===== src/rtl/tracer_tx_if.sv =====
// uDMA TX-side tracer interface: fetches L2 words over the TX channel and
// streams them to the trace debugger through a credit-limited prefetch FIFO.
module tracer_tx_if #(
   parameter int L2_AWIDTH_NOAL = 12,
   parameter int TRANS_SIZE     = 16,
   parameter int FIFO_DEPTH     = 4
) (
   input  logic                      clk_i,
   input  logic                      rst_i,
   input  logic [31:0]               cfg_data_i,
   input  logic [4:0]                cfg_addr_i,
   input  logic                      cfg_valid_i,
   input  logic                      cfg_rw_ni,
   output logic [31:0]               cfg_data_o,
   output logic                      cfg_ready_o,
   output logic [L2_AWIDTH_NOAL-1:0] cfg_tx_startaddr_o,
   output logic [TRANS_SIZE-1:0]     cfg_tx_size_o,
   output logic                      cfg_tx_continuous_o,
   output logic                      cfg_tx_en_o,
   output logic                      cfg_tx_clr_o,
   input  logic                      cfg_tx_en_i,
   input  logic                      cfg_tx_pending_i,
   input  logic [L2_AWIDTH_NOAL-1:0] cfg_tx_curr_addr_i,
   input  logic [TRANS_SIZE-1:0]     cfg_tx_bytes_left_i,
   output logic [1:0]                data_tx_datasize_o,
   output logic                      data_tx_req_o,
   input  logic                      data_tx_gnt_i,
   input  logic [31:0]               data_tx_i,
   input  logic                      data_tx_valid_i,
   output logic                      data_tx_ready_o,
   output logic [31:0]               out_data_o,
   output logic                      out_valid_o,
   input  logic                      out_ready_i
);

   localparam int PW = $clog2(FIFO_DEPTH);
   localparam int CW = PW + 1;
   localparam logic [CW:0]   DEPTH_W = (CW+1)'(FIFO_DEPTH);
   localparam logic [CW-1:0] FULL_C  = CW'(FIFO_DEPTH);

   typedef enum logic [1:0] {
      IDLE  = 2'd0,
      FETCH = 2'd1,
      DRAIN = 2'd2
   } state_t;

   state_t        state, state_nxt;
   logic          hold, hold_nxt;
   logic          cfg_wr, cfg_rd;
   logic [31:0]   rdata;
   logic [31:0]   mem [FIFO_DEPTH];
   logic [PW-1:0] wptr, rptr;
   logic [CW-1:0] count, outst, outst_nxt, discard;
   logic          rsp, push, pop, gnt_ok, credit;
   logic          unused_cfg;

   assign cfg_ready_o     = 1'b1;
   assign data_tx_ready_o = 1'b1;
   assign unused_cfg      = ^cfg_data_i;

   assign cfg_wr = cfg_valid_i & ~cfg_rw_ni;
   assign cfg_rd = cfg_valid_i & cfg_rw_ni;

   always_comb begin
      rdata = '0;
      case (cfg_addr_i)
         5'd0: rdata = 32'(cfg_tx_startaddr_o);
         5'd1: rdata = 32'(cfg_tx_size_o);
         5'd2: rdata = {25'd0, 1'b0, cfg_tx_pending_i, cfg_tx_en_i,
                        1'b0, data_tx_datasize_o, cfg_tx_continuous_o};
         5'd3: rdata = 32'(cfg_tx_curr_addr_i);
         5'd4: rdata = 32'(cfg_tx_bytes_left_i);
         5'd5: rdata = {14'd0, state, 8'(outst), 8'(count)};
         default: rdata = '0;
      endcase
   end

   always_ff @(posedge clk_i or posedge rst_i) begin
      if (rst_i) begin
         cfg_data_o          <= '0;
         cfg_tx_startaddr_o  <= '0;
         cfg_tx_size_o       <= '0;
         cfg_tx_continuous_o <= 1'b0;
         data_tx_datasize_o  <= 2'd0;
         cfg_tx_en_o         <= 1'b0;
         cfg_tx_clr_o        <= 1'b0;
      end else begin
         cfg_tx_en_o  <= cfg_wr && (cfg_addr_i == 5'd2) && cfg_data_i[4];
         cfg_tx_clr_o <= cfg_wr && (cfg_addr_i == 5'd2) && cfg_data_i[6];
         if (cfg_wr) begin
            case (cfg_addr_i)
               5'd0: cfg_tx_startaddr_o <= cfg_data_i[L2_AWIDTH_NOAL-1:0];
               5'd1: cfg_tx_size_o <= cfg_data_i[TRANS_SIZE-1:0];
               5'd2: begin
                  cfg_tx_continuous_o <= cfg_data_i[0];
                  data_tx_datasize_o  <= cfg_data_i[2:1];
               end
               default: ;
            endcase
         end
         if (cfg_rd) cfg_data_o <= rdata;
      end
   end

   // Responses arriving with nothing outstanding (e.g. after a reset) are stale.
   assign rsp         = data_tx_valid_i && (outst != '0);
   assign push        = rsp && (discard == '0) && !cfg_tx_clr_o;
   assign out_valid_o = (count != '0) && (discard == '0);
   assign pop         = out_valid_o && out_ready_i;
   assign out_data_o  = mem[rptr];
   assign gnt_ok      = data_tx_req_o && data_tx_gnt_i;
   assign credit      = ({1'b0, outst} + {1'b0, count}) < DEPTH_W;

   always_comb begin
      outst_nxt = outst;
      if (gnt_ok && !rsp) outst_nxt = outst + CW'(1);
      else if (!gnt_ok && rsp) outst_nxt = outst - CW'(1);
   end

   always_ff @(posedge clk_i or posedge rst_i) begin
      if (rst_i) begin
         for (int i = 0; i < FIFO_DEPTH; i++) mem[i] <= '0;
         wptr    <= '0;
         rptr    <= '0;
         count   <= '0;
         outst   <= '0;
         discard <= '0;
      end else begin
         outst <= outst_nxt;
         if (cfg_tx_clr_o) begin
            wptr    <= '0;
            rptr    <= '0;
            count   <= '0;
            discard <= outst_nxt;
         end else begin
            if (push) begin
               mem[wptr] <= data_tx_i;
               wptr      <= wptr + PW'(1);
            end
            if (pop) rptr <= rptr + PW'(1);
            if (push && !pop) count <= count + CW'(1);
            else if (!push && pop) count <= count - CW'(1);
            if (rsp && (discard != '0)) discard <= discard - CW'(1);
         end
      end
   end

   always_ff @(posedge clk_i or posedge rst_i) begin
      if (rst_i) begin
         state <= IDLE;
         hold  <= 1'b0;
      end else begin
         state <= state_nxt;
         hold  <= hold_nxt;
      end
   end

   always_comb begin
      state_nxt = state;
      unique case (state)
         IDLE:  if (cfg_tx_en_i) state_nxt = FETCH;
         FETCH: if (!cfg_tx_en_i)
                   state_nxt = (outst_nxt != '0) ? DRAIN : IDLE;
         DRAIN: if (outst_nxt == '0) state_nxt = IDLE;
         default: state_nxt = IDLE;
      endcase
   end

   // A pending request is held until granted unless the FSM leaves FETCH.
   always_comb begin
      data_tx_req_o = (state == FETCH) && (credit || hold);
      hold_nxt      = data_tx_req_o && !data_tx_gnt_i && (state_nxt == FETCH);
   end

   a_no_overflow: assert property (@(posedge clk_i) disable iff (rst_i)
      !(push && !pop && (count == FULL_C)));

endmodule


===== config.mk =====
export PLATFORM = sky130hd
export DESIGN_NAME = tracer_tx_if
export DESIGN_NICKNAME = d
export VERILOG_FILES = /design/src/rtl/tracer_tx_if.sv
export SDC_FILE = /design/constraint.sdc
export NUM_CORES = 1
export LEC_CHECK = 0
export CORE_ASPECT_RATIO = 1.75
export CORE_MARGIN = 5
export CORE_UTILIZATION = 58
export DETAILED_ROUTE_END_ITERATION = 8
export DONT_BUFFER_PORTS = 1
export PLACE_DENSITY_LB_ADDON = 0.1
export SYNTH_ARGS = -nofsm -noshare
export SYNTH_HDL_FRONTEND = slang
export SYNTH_SLANG_ARGS = --single-unit

===== constraint.sdc =====
create_clock -name clk_i -period 6.6 [get_ports clk_i]
set_input_delay 1.65 -clock clk_i [delete_from_list [all_inputs] [get_ports clk_i]]
set_output_delay 1.65 -clock clk_i [all_outputs]
set_load 0.02 [all_outputs]

==> run summary, run 1 <==
Gr usage total: 22.07%
Placer Congestion: 0.8602
CTS tree: yes
Max Transition Viols Final: 0
Leakage power: 0.004652 uW
Filler cell count: 1228
Htree depth: 4
Design area: 9871 um2
DR vias: 5123
IO Pins: 207
FF+latch area: 4882 um2
Rows: 61
R2r startpoint: outst[0]
Hold Path Origin: mem[61]
I/O Buffers: 0
Worst r2r path cells: 7
Worst vdd ir: 0.1763 mV
Antenna violations before repair: 1
Post-DP Area: 9303 um2
Starting density of the core: 58.93%
Avg Inst Size Synth: 14.73 um2
Crit path time final: 3878 ps
Post-route ant nets: 0
DIE HEIGHT: 178.0 um
Hold depth: 1
First-pass GRT wire length: 32.19 mm
Hold endpoint: mem[61]
Worst slew margin: 23.14%
Via density: 6.240
Max clock buf depth: 2
Clock latency at the later pin of the worst-skew pair: 420 ps
Setup Viol. Count Final: 0
Seq/Total Area, Yosys: 52.16%
Die Area: 18870 um2
Met1 wire length: 7.122 mm
CP max FO: 24
Critical path class: reg -> out
Synth top cells by count: dfrtp_1 (195), mux2_2 (107), mux2_4 (56)
Biggest area consumer among synthesized cells: dfrtp_1
WP data required: 4950 ps
Area Growth Syn to Fin: 5.510%
Period utilization: 58.76%
Num CTS Buffers: 17
Multi-input logic area: 4108 um2
Root Buffer: clkbuf_16
RSZ-0062 raised after global routing: false
Final nets: 737
Residual overflow from global routing: 0
Final HPWL DP: 13.68 mm
Status: completed
Post-CTS Setup Inserts: 0
Core footprint: 15880 um2
Worst setup margin: 2722 ps
Post-Route Skew: 15.89 ps
Fmax: 257.8 MHz
Wire per inst: 24.39 um
Mapped cell area: 9355 um2
Synthesized flop and latch total: 195
Clock-pin slew on the worst setup and hold paths: 70 ps
DR WL met2: 11.13 mm
Cell Pwr Density: 471.3 nW/um2
Reg2Reg Capture Point: mem[11]
Worst slew pin tran: 1137 ps
Pre-antenna DRT Iters: 8
Synthesis Warnings: 0
Syn Inst Count: 635
Total clock sinks: 195
Share of layout cells above drive strength 1: 38.19%
Final-report hold violation count: 0
DRC: 0
Unique masters post-synth: 56
Top sig layer: met4
Setup_tns: 0 ps
Die width: 106.0 um
WL final: 20.02 mm
Hold crit path type: reg -> reg
Met3 Wirelength: 1.355 mm
Hold_buf cts: 0
Post-synth ARST share: 100.0%
Area share of the largest cell type after synthesis: 52.16%
Crit path capture type: primary output
Vias in the first global route: 5919
Top_reg_cell synth: dfrtp_1
Post-synth EDFFs: 0
Count leader, synth: dfrtp_1
FF-to-FF setup slack: 3890 ps
Worst setup SP type: flop
Largest net degree at the start of global routing: 196
Top post-synthesis cells by area: dfrtp_1 (52%), mux2_2 (13%), mux2_4 (9.0%)
First-iteration detailed-routing DRC count: 184
Post-cts resize count: 0
CP Launch Point: rptr[0]
CP arrival: 2230 ps
Tot Pwr: 4652 uW
Post-place setup slack: 2982 ps
Max cap viols: 0
## worst max-delay path, stage by stage (launching register included)
cell     delay, ps
dfrtp_2        610
buf_4          510
mux4_2         670
## per-layer routing
layer | GRT usage [%] | up-vias
met4 | 7.401 | 0
met2 | 41.27 | 170
met5 | 0 | -
met1 | 23.28 | 2659
li1 | - | 2264
met3 | 6.918 | 30
## final cells by class
type | instances | area share, %
sequential | 195 | 49.46
multi-input combinational | 391 | 41.61
clock buffer | 17 | 4.310
tap | 189 | 2.396
clock inverter | 14 | 1.420
inverter | 12 | 0.4944
timing repair buffer | 2 | 0.2789
antenna | 1 | 0.02535
## placed cells by master, fill, tap and decap left out, drive strengths merged, types with 3 or more instances in the layout
| master | instances |
|---|---|
| and3 | 5 |
| nand2b | 3 |
| o21ai | 14 |
| inv | 19 |
| nor3 | 6 |
| a222oi | 4 |
| clkbuf | 17 |
| mux4 | 32 |
| nand2 | 34 |
| a22o | 7 |
| o22ai | 3 |
| mux2 | 163 |
| conb | 16 |
| mux2i | 10 |
| ha | 11 |
| clkinv | 6 |
| a21oi | 7 |
| xnor2 | 7 |
| dfrtp | 195 |
| nor2 | 12 |
| a221oi | 5 |
| a21o | 4 |
| nand3 | 10 |
| a22oi | 7 |
| nor2b | 4 |
## how the worst max path moves through the flow
stage | end | slack, ps | depth (start not counted)
after floorplan | cfg_data_o[0] | 2430 | 1
after CTS | out_data_o[2] | 2630 | 2
after global routing | out_data_o[8] | 2550 | 2
after global placement | cfg_tx_size_o[12] | 2980 | 4
after detailed placement | cfg_tx_size_o[9] | 2980 | 4
final | out_data_o[1] | 2720 | 2
## registers in the layout, indices dropped and copies added, names as in the netlist
register             cells
count                    3
rptr                     2
hold                     1
cfg_tx_continuous_o      1
cfg_tx_size_o           16
cfg_tx_startaddr_o      12
cfg_tx_en_o              1
cfg_data_o              18
state                    2
mem                    128
data_tx_datasize_o       2
outst                    3
discard                  3
cfg_tx_clr_o             1
wptr                     2
## kinds of logic (layout without fill, tap and decap cells)
family	Yosys count	count (layout)	share of synthesized area, %
flip-flops	195	195	52.16
other	2	17	0.08028
buffers and inverters	63	45	4.494
AO/OA/AOI/OAI	62	62	4.721
adder cells (fa/ha/maj)	12	12	1.685
multiplexers	205	205	30.64
XOR/XNOR	8	8	0.7490
AND/OR/NAND/NOR	88	88	5.470
## through the flow
stage	cells	hold WS, ps	utilization (%)
2_1_floorplan	649	464.4	-
3_3_place_gp	789	481.2	58.60
3_5_place_dp	789	489.1	58.60
4_1_cts	820	504.8	62.16
5_1_grt	821	518.3	62.18
6_report	821	501.6	62.18
## power breakdown
part | internal, uW | switching [uW]
combinational | 879 | 773
clock | 502 | 484
sequential | 1640 | 372
total | 3020 | 1630
No activity file was read; power rests on OpenSTA's default activity.
==> inputs of run 2 (changes only) <==
- clock period: 6.6 -> 3.43 ns (I/O delays scaled with it)
==> run 2 against run 1 <==
Effect of this change:
- global-route usage up 0.46 points
- first-iteration DRC count down 0.54%
- via count up 1.4%
- clock skew up 1.1 ps
- critical path type unchanged
- largest cell class unchanged
==> run summary, run 2 (synthesis gave the netlist of run 1 again) <==
Post-route ant nets: 0 (unchanged)
Clock-pin slew on the worst setup and hold paths: 70 ps (about the same)
WP data required: 2570 ps (-2380 ps)
Antenna violations before repair: 1 (unchanged)
Worst r2r path cells: 7 (unchanged)
Sequential power share: 41.6% (-1.7 points)
Root Buffer: clkbuf_16
Fmax: 346.5 MHz
Status: completed
Area Growth Syn to Fin: 6.968%
Final std cells w/o fill: 831 (+1.2%)
CTS tree: yes
FF-to-FF setup slack: 720 ps (-3170 ps)
Htree depth: 4 (unchanged)
Via density: 6.254 (+0.22%)
Crit path capture type: primary output
I/O Buffers: 0 (unchanged)
CP Launch Point: rptr[0]
Hold crit path type: in -> async
Sw frac: 34.34% (-0.69 points)
Final-report hold violation count: 0 (unchanged)
Period utilization: 84.14%
P_int: 5991 uW (+98%)
# placed instances: 798 (+1.1%)
Routing usage on met2: 41.61% (+0.35 points)
Setup Viol. Count Final: 0 (unchanged)
WL final: 20.19 mm (+0.80%)
Reg2Reg Capture Point: mem[125]
Critical path class: reg -> out
Starting density of the core: 58.93% (unchanged)
Gr usage total: 22.53% (+0.46 points)
Sw power: 3133 uW (+92%)
Leakage power: 0.004724 uW (+1.6%)
Max reg flops: 128 (unchanged)
Largest net degree at the start of global routing: 57 (-71%)
Post-Route Skew: 17.01 ps (+1.121 ps)
Worst slew margin: 48.66% (+26 points)
Setup_tns: 0 ps (unchanged)
DIE HEIGHT: 178.0 um (unchanged)
Worst slew pin tran: 768.3 ps (-368.6 ps)
Die Area: 18870 um2 (unchanged)
Top flop regs: mem (128), cfg_data_o (18), cfg_tx_size_o (16)
Most frequent cells in the layout: dfrtp_1 (193), mux2_2 (107), mux2_4 (56)
Crit path time final: 2886 ps
Worst vdd ir: 0.4110 mV (+130%)
Post-CTS Setup Inserts: 0 (unchanged)
Design area: 10010 um2 (+1.4%)
Vias in the first global route: 6024 (+1.8%)
DRC: 0 (unchanged)
Wire per inst: 24.29 um (-0.41%)
Cell Pwr Density: 911.7 nW/um2 (+93%)
Final nets: 746 (+1.2%)
Placer Congestion: 0.8423 (-2.1%)
Filler cell count: 1220 (-0.65%)
CP arrival: 2030 ps (-200 ps)
Post-DP Area: 9395 um2 (+1.0%)
Crit path capture: out_data_o[6]
Residual overflow from global routing: 0 (unchanged)
FF+latch area: 4882 um2 (unchanged)
Total clock sinks: 195 (unchanged)
Grt met1 use: 24.50% (+1.2 points)
Commonest non-fill, non-tap cell in the layout: dfrtp_1
First-iteration detailed-routing DRC count: 183 (-0.54%)
Clock latency at the later pin of the worst-skew pair: 420 ps (about the same)
Combinational cell fraction of total power: 35.9% (+0.4 points)
Max cap viols: 0 (unchanged)
Worst setup SP type: flop
Share of layout cells above drive strength 1: 39.00% (+0.81 points)
Busiest layer in global routing: met2
Pre-antenna DRT Iters: 5 (-3)
Clock share of power: 22.5% (+1.3 points)
First-pass GRT wire length: 32.95 mm (+2.4%)
Tot Pwr: 9123 uW (+96%)
R2r startpoint: outst[0]
Max Transition Viols Final: 0 (unchanged)
Multi-input logic area: 4108 um2 (unchanged)
Num CTS Buffers: 17 (unchanged)
Grt met3 use: 7.171% (+0.25 points)
RSZ-0062 raised after global routing: false
IO Pins: 207 (unchanged)
Die width: 106.0 um (unchanged)
Core footprint: 15880 um2 (unchanged)
Final HPWL DP: 14.25 mm (+4.1%)
Hold_buf cts: 0 (unchanged)
Reg with most FFs: mem
Max clock buf depth: 2 (unchanged)
Post-cts resize count: 0 (unchanged)
DR vias: 5197 (+1.4%)
Rows: 61 (unchanged)
CP max FO: 22 (-8.3%)
-- run 2: power by group through the flow --
stage	clock network [uW]	registers, uW	logic (uW)
finish	2050	3800	3280
global route	2200	3910	3520
CTS	2100	3800	3340
detailed placement	0	3850	3320
global placement	0	3750	3230
floorplan	0	3590	2950
-- run 2: through the flow --
step	hold slack (ps)	utilization [%]	setup WS (ps)
finish	435.5	63.04	544.0
global route	460.4	63.04	433.0
CTS	442.7	63.02	486.6
detailed placement	490.1	59.18	733.0
global placement	481.2	59.18	781.9
floorplan	464.4	-	54.10
-- run 2: area by class of cell --
class	count	area share (%)
diodes	1	0.02501
well taps	189	2.363
inverters	12	0.4876
multi-input cells	391	41.05
flip-flops and latches	195	48.79
clock inverters	14	1.800
repair buffers	11	1.200
clock buffers	18	4.289
-- run 2: how the worst min path moves through the flow --
stage / depth (start not counted) / end / slack (ps) / start
after floorplan: 1 / state[0] / 460 / state[1]
after global placement: 1 / mem[52] / 480 / mem[52]
after detailed placement: 1 / mem[6] / 490 / mem[6]
after CTS: 1 / mem[33] / 440 / rst_i
after global routing: 1 / hold / 460 / data_tx_gnt_i
final: 1 / mem[33] / 440 / rst_i
-- run 2: metal layers --
layer	wire length, um	part of all wire, %
met1	7251	36
met2	11160	55
met3	1373	6.8
met4	400	2.0
met5	0	0
-- run 2: worst max-delay path: stages (launching register included) --
cell	delay [ps]
dfrtp_2	690
buf_12	290
mux4_2	630
==> inputs of run 3 (changes only) <==
- clock period: 3.43 -> 2.5 ns (I/O delays scaled with it)
==> run 3 against run 2 <==
Effect of this change:
- core utilization rose by 0.87 points
- die area unchanged
- first-iteration DRC count increased by 3.8%
- count of clock-buffer cells in the layout is 1 higher
- global-route usage decreased by 0.21 points
- critical path depth rose by 3
- critical path type unchanged
- largest cell class unchanged
==> run summary, run 3 (synthesis gave the netlist of run 1 again) <==
Status: completed
WP data required: 1880 ps (-690 ps)
DR vias: 5317 (+2.3%)
Placer Congestion: 0.8812 (+4.6%)
Worst setup margin: 74.59 ps (-469.4 ps)
Post-route ant nets: 0 (unchanged)
Leakage power: 0.004796 uW (+1.5%)
Sequential power share: 41.3% (-0.3 points)
Worst setup SP type: flop
Setup Viol. Count Final: 0 (unchanged)
Residual overflow from global routing: 0 (unchanged)
Combinational cell fraction of total power: 36.9% (+1.0 points)
Clock latency at the later pin of the worst-skew pair: 430 ps (about the same)
Num CTS Buffers: 17 (unchanged)
FF-to-FF setup slack: 170 ps (-550 ps)
CTS tree: yes
Antenna violations before repair: 1 (unchanged)
Largest net degree at the start of global routing: 65 (+14%)
Max clock buf depth: 2 (unchanged)
Fmax: 412.3 MHz
Rows: 61 (unchanged)
Clock-pin slew on the worst setup and hold paths: 80 ps (about the same)
Via density: 6.285 (+0.50%)
First-pass GRT wire length: 32.74 mm (-0.65%)
Crit path capture type: primary output
Most frequent cells in the layout: dfrtp_1 (193), mux2_2 (107), mux2_4 (56)
Commonest non-fill, non-tap cell in the layout: dfrtp_1
Max reg flops: 128 (unchanged)
Final core utilization: 63.90% (+0.87 points)
Clock share of power: 21.8% (-0.7 points)
Die Area: 18870 um2 (unchanged)
Crit path time final: 2425 ps
Core footprint: 15880 um2 (unchanged)
DIE HEIGHT: 178.0 um (unchanged)
Grt met1 use: 23.58% (-0.92 points)
Root Buffer: clkbuf_16
Final HPWL DP: 14.65 mm (+2.8%)
Sw frac: 34.61% (+0.28 points)
WL final: 20.14 mm (-0.20%)
Pre-antenna DRT Iters: 5 (unchanged)
Hold crit path type: in -> async
I/O Buffers: 0 (unchanged)
Period utilization: 97.02%
Busiest layer in global routing: met2
Wire per inst: 23.81 um (-2.0%)
CP arrival: 1800 ps (-230 ps)
Sw power: 4332 uW (+38%)
Max cap viols: 0 (unchanged)
Starting density of the core: 58.93% (unchanged)
Gr usage total: 22.32% (-0.21 points)
Final nets: 761 (+2.0%)
Post-place setup slack: 213.4 ps (-519.6 ps)
DRC: 0 (unchanged)
Share of layout cells above drive strength 1: 40.70% (+1.7 points)
Post-Route Skew: 17.67 ps (+0.6597 ps)
Cell Pwr Density: 1234 nW/um2 (+35%)
Worst vdd ir: 0.5057 mV (+23%)
IO Pins: 207 (unchanged)
Grt met3 use: 7.280% (+0.11 points)
Final-report hold violation count: 0 (unchanged)
CP max FO: 4 (-82%)
Htree depth: 4 (unchanged)
Top flop regs: mem (128), cfg_data_o (18), cfg_tx_size_o (16)
Area Growth Syn to Fin: 8.439%
Worst slew margin: 57.93% (+9.3 points)
Routing usage on met2: 41.19% (-0.43 points)
Max Transition Viols Final: 0 (unchanged)
Critical path class: reg -> out
First-iteration detailed-routing DRC count: 190 (+3.8%)
P_int: 8183 uW (+37%)
Worst slew pin tran: 629.2 ps (-139.0 ps)
Vias in the first global route: 6129 (+1.7%)
Total clock sinks: 195 (unchanged)
Die width: 106.0 um (unchanged)
Reg with most FFs: mem
run 3: critical path, cell delays in order (launching register included):
cell	delay, ps
dfrtp_1	400
inv_1	80
ha_1	200
nand2b_1	100
buf_4	170
nor2_1	430
run 3: final timing paths:
path,start,endpoint,cells past startpoint
max in group asynchronous,rst_i,mem[29],2
hold reg to reg,mem[58],mem[58],1
min in group clk_i,data_tx_gnt_i,hold,1
setup reg to reg,discard[0],count[2],9
setup / recovery,discard[0],out_valid_o,5
hold / removal,rst_i,mem[2],1
run 3: routing by layer:
layer	wire length, um	vias up	part of all wire (%)
met1	7075	2763	35
met5	0	-	0
li1	-	2319	-
met2	11200	204	56
met3	1426	31	7.1
met4	445	0	2.2
run 3: power by group through the flow:
| stage | Combinational (uW) | Clock, uW | Sequential, uW |
|---|---|---|---|
| after floorplan | 4040 | 0 | 4920 |
| after global placement | 4570 | 0 | 5110 |
| after detailed placement | 4670 | 0 | 5250 |
| after CTS | 4700 | 2810 | 5190 |
| after global routing | 4970 | 2950 | 5320 |
| final | 4620 | 2730 | 5170 |
run 3: cell type report:
cell class                 instances  area, um2
antenna                            1      2.502
clock buffer                      19      452.9
clock inverter                    13      156.4
fill                            1185       5731
inverter                          12      48.80
multi-input combinational        391       4108
sequential                       195       4882
tap                              189      236.5
timing repair buffer              26      257.7
run 3: stage by stage:
stage | instances | hold WS [ps] | setup TNS (ps) | instance area, um2 | total power (uW)
after floorplan | 649 | 464.4 | -125460 | 9412 | 8964
after global placement | 813 | 480.9 | 0 | 9533 | 9680
after detailed placement | 813 | 488.2 | 0 | 9533 | 9921
after CTS | 845 | 115.3 | 0 | 10140 | 12700
after global routing | 846 | 129.9 | -19.76 | 10140 | 13240
final | 846 | 121.9 | 0 | 10140 | 12520
run 3: timing repair:
item / 4_1_cts / 5_1_grt
hold buffers: 0 / 0
buffers inserted: 0 / 0
resized for setup: 0 / 1
endpoints found under the setup margin: 0 / 1
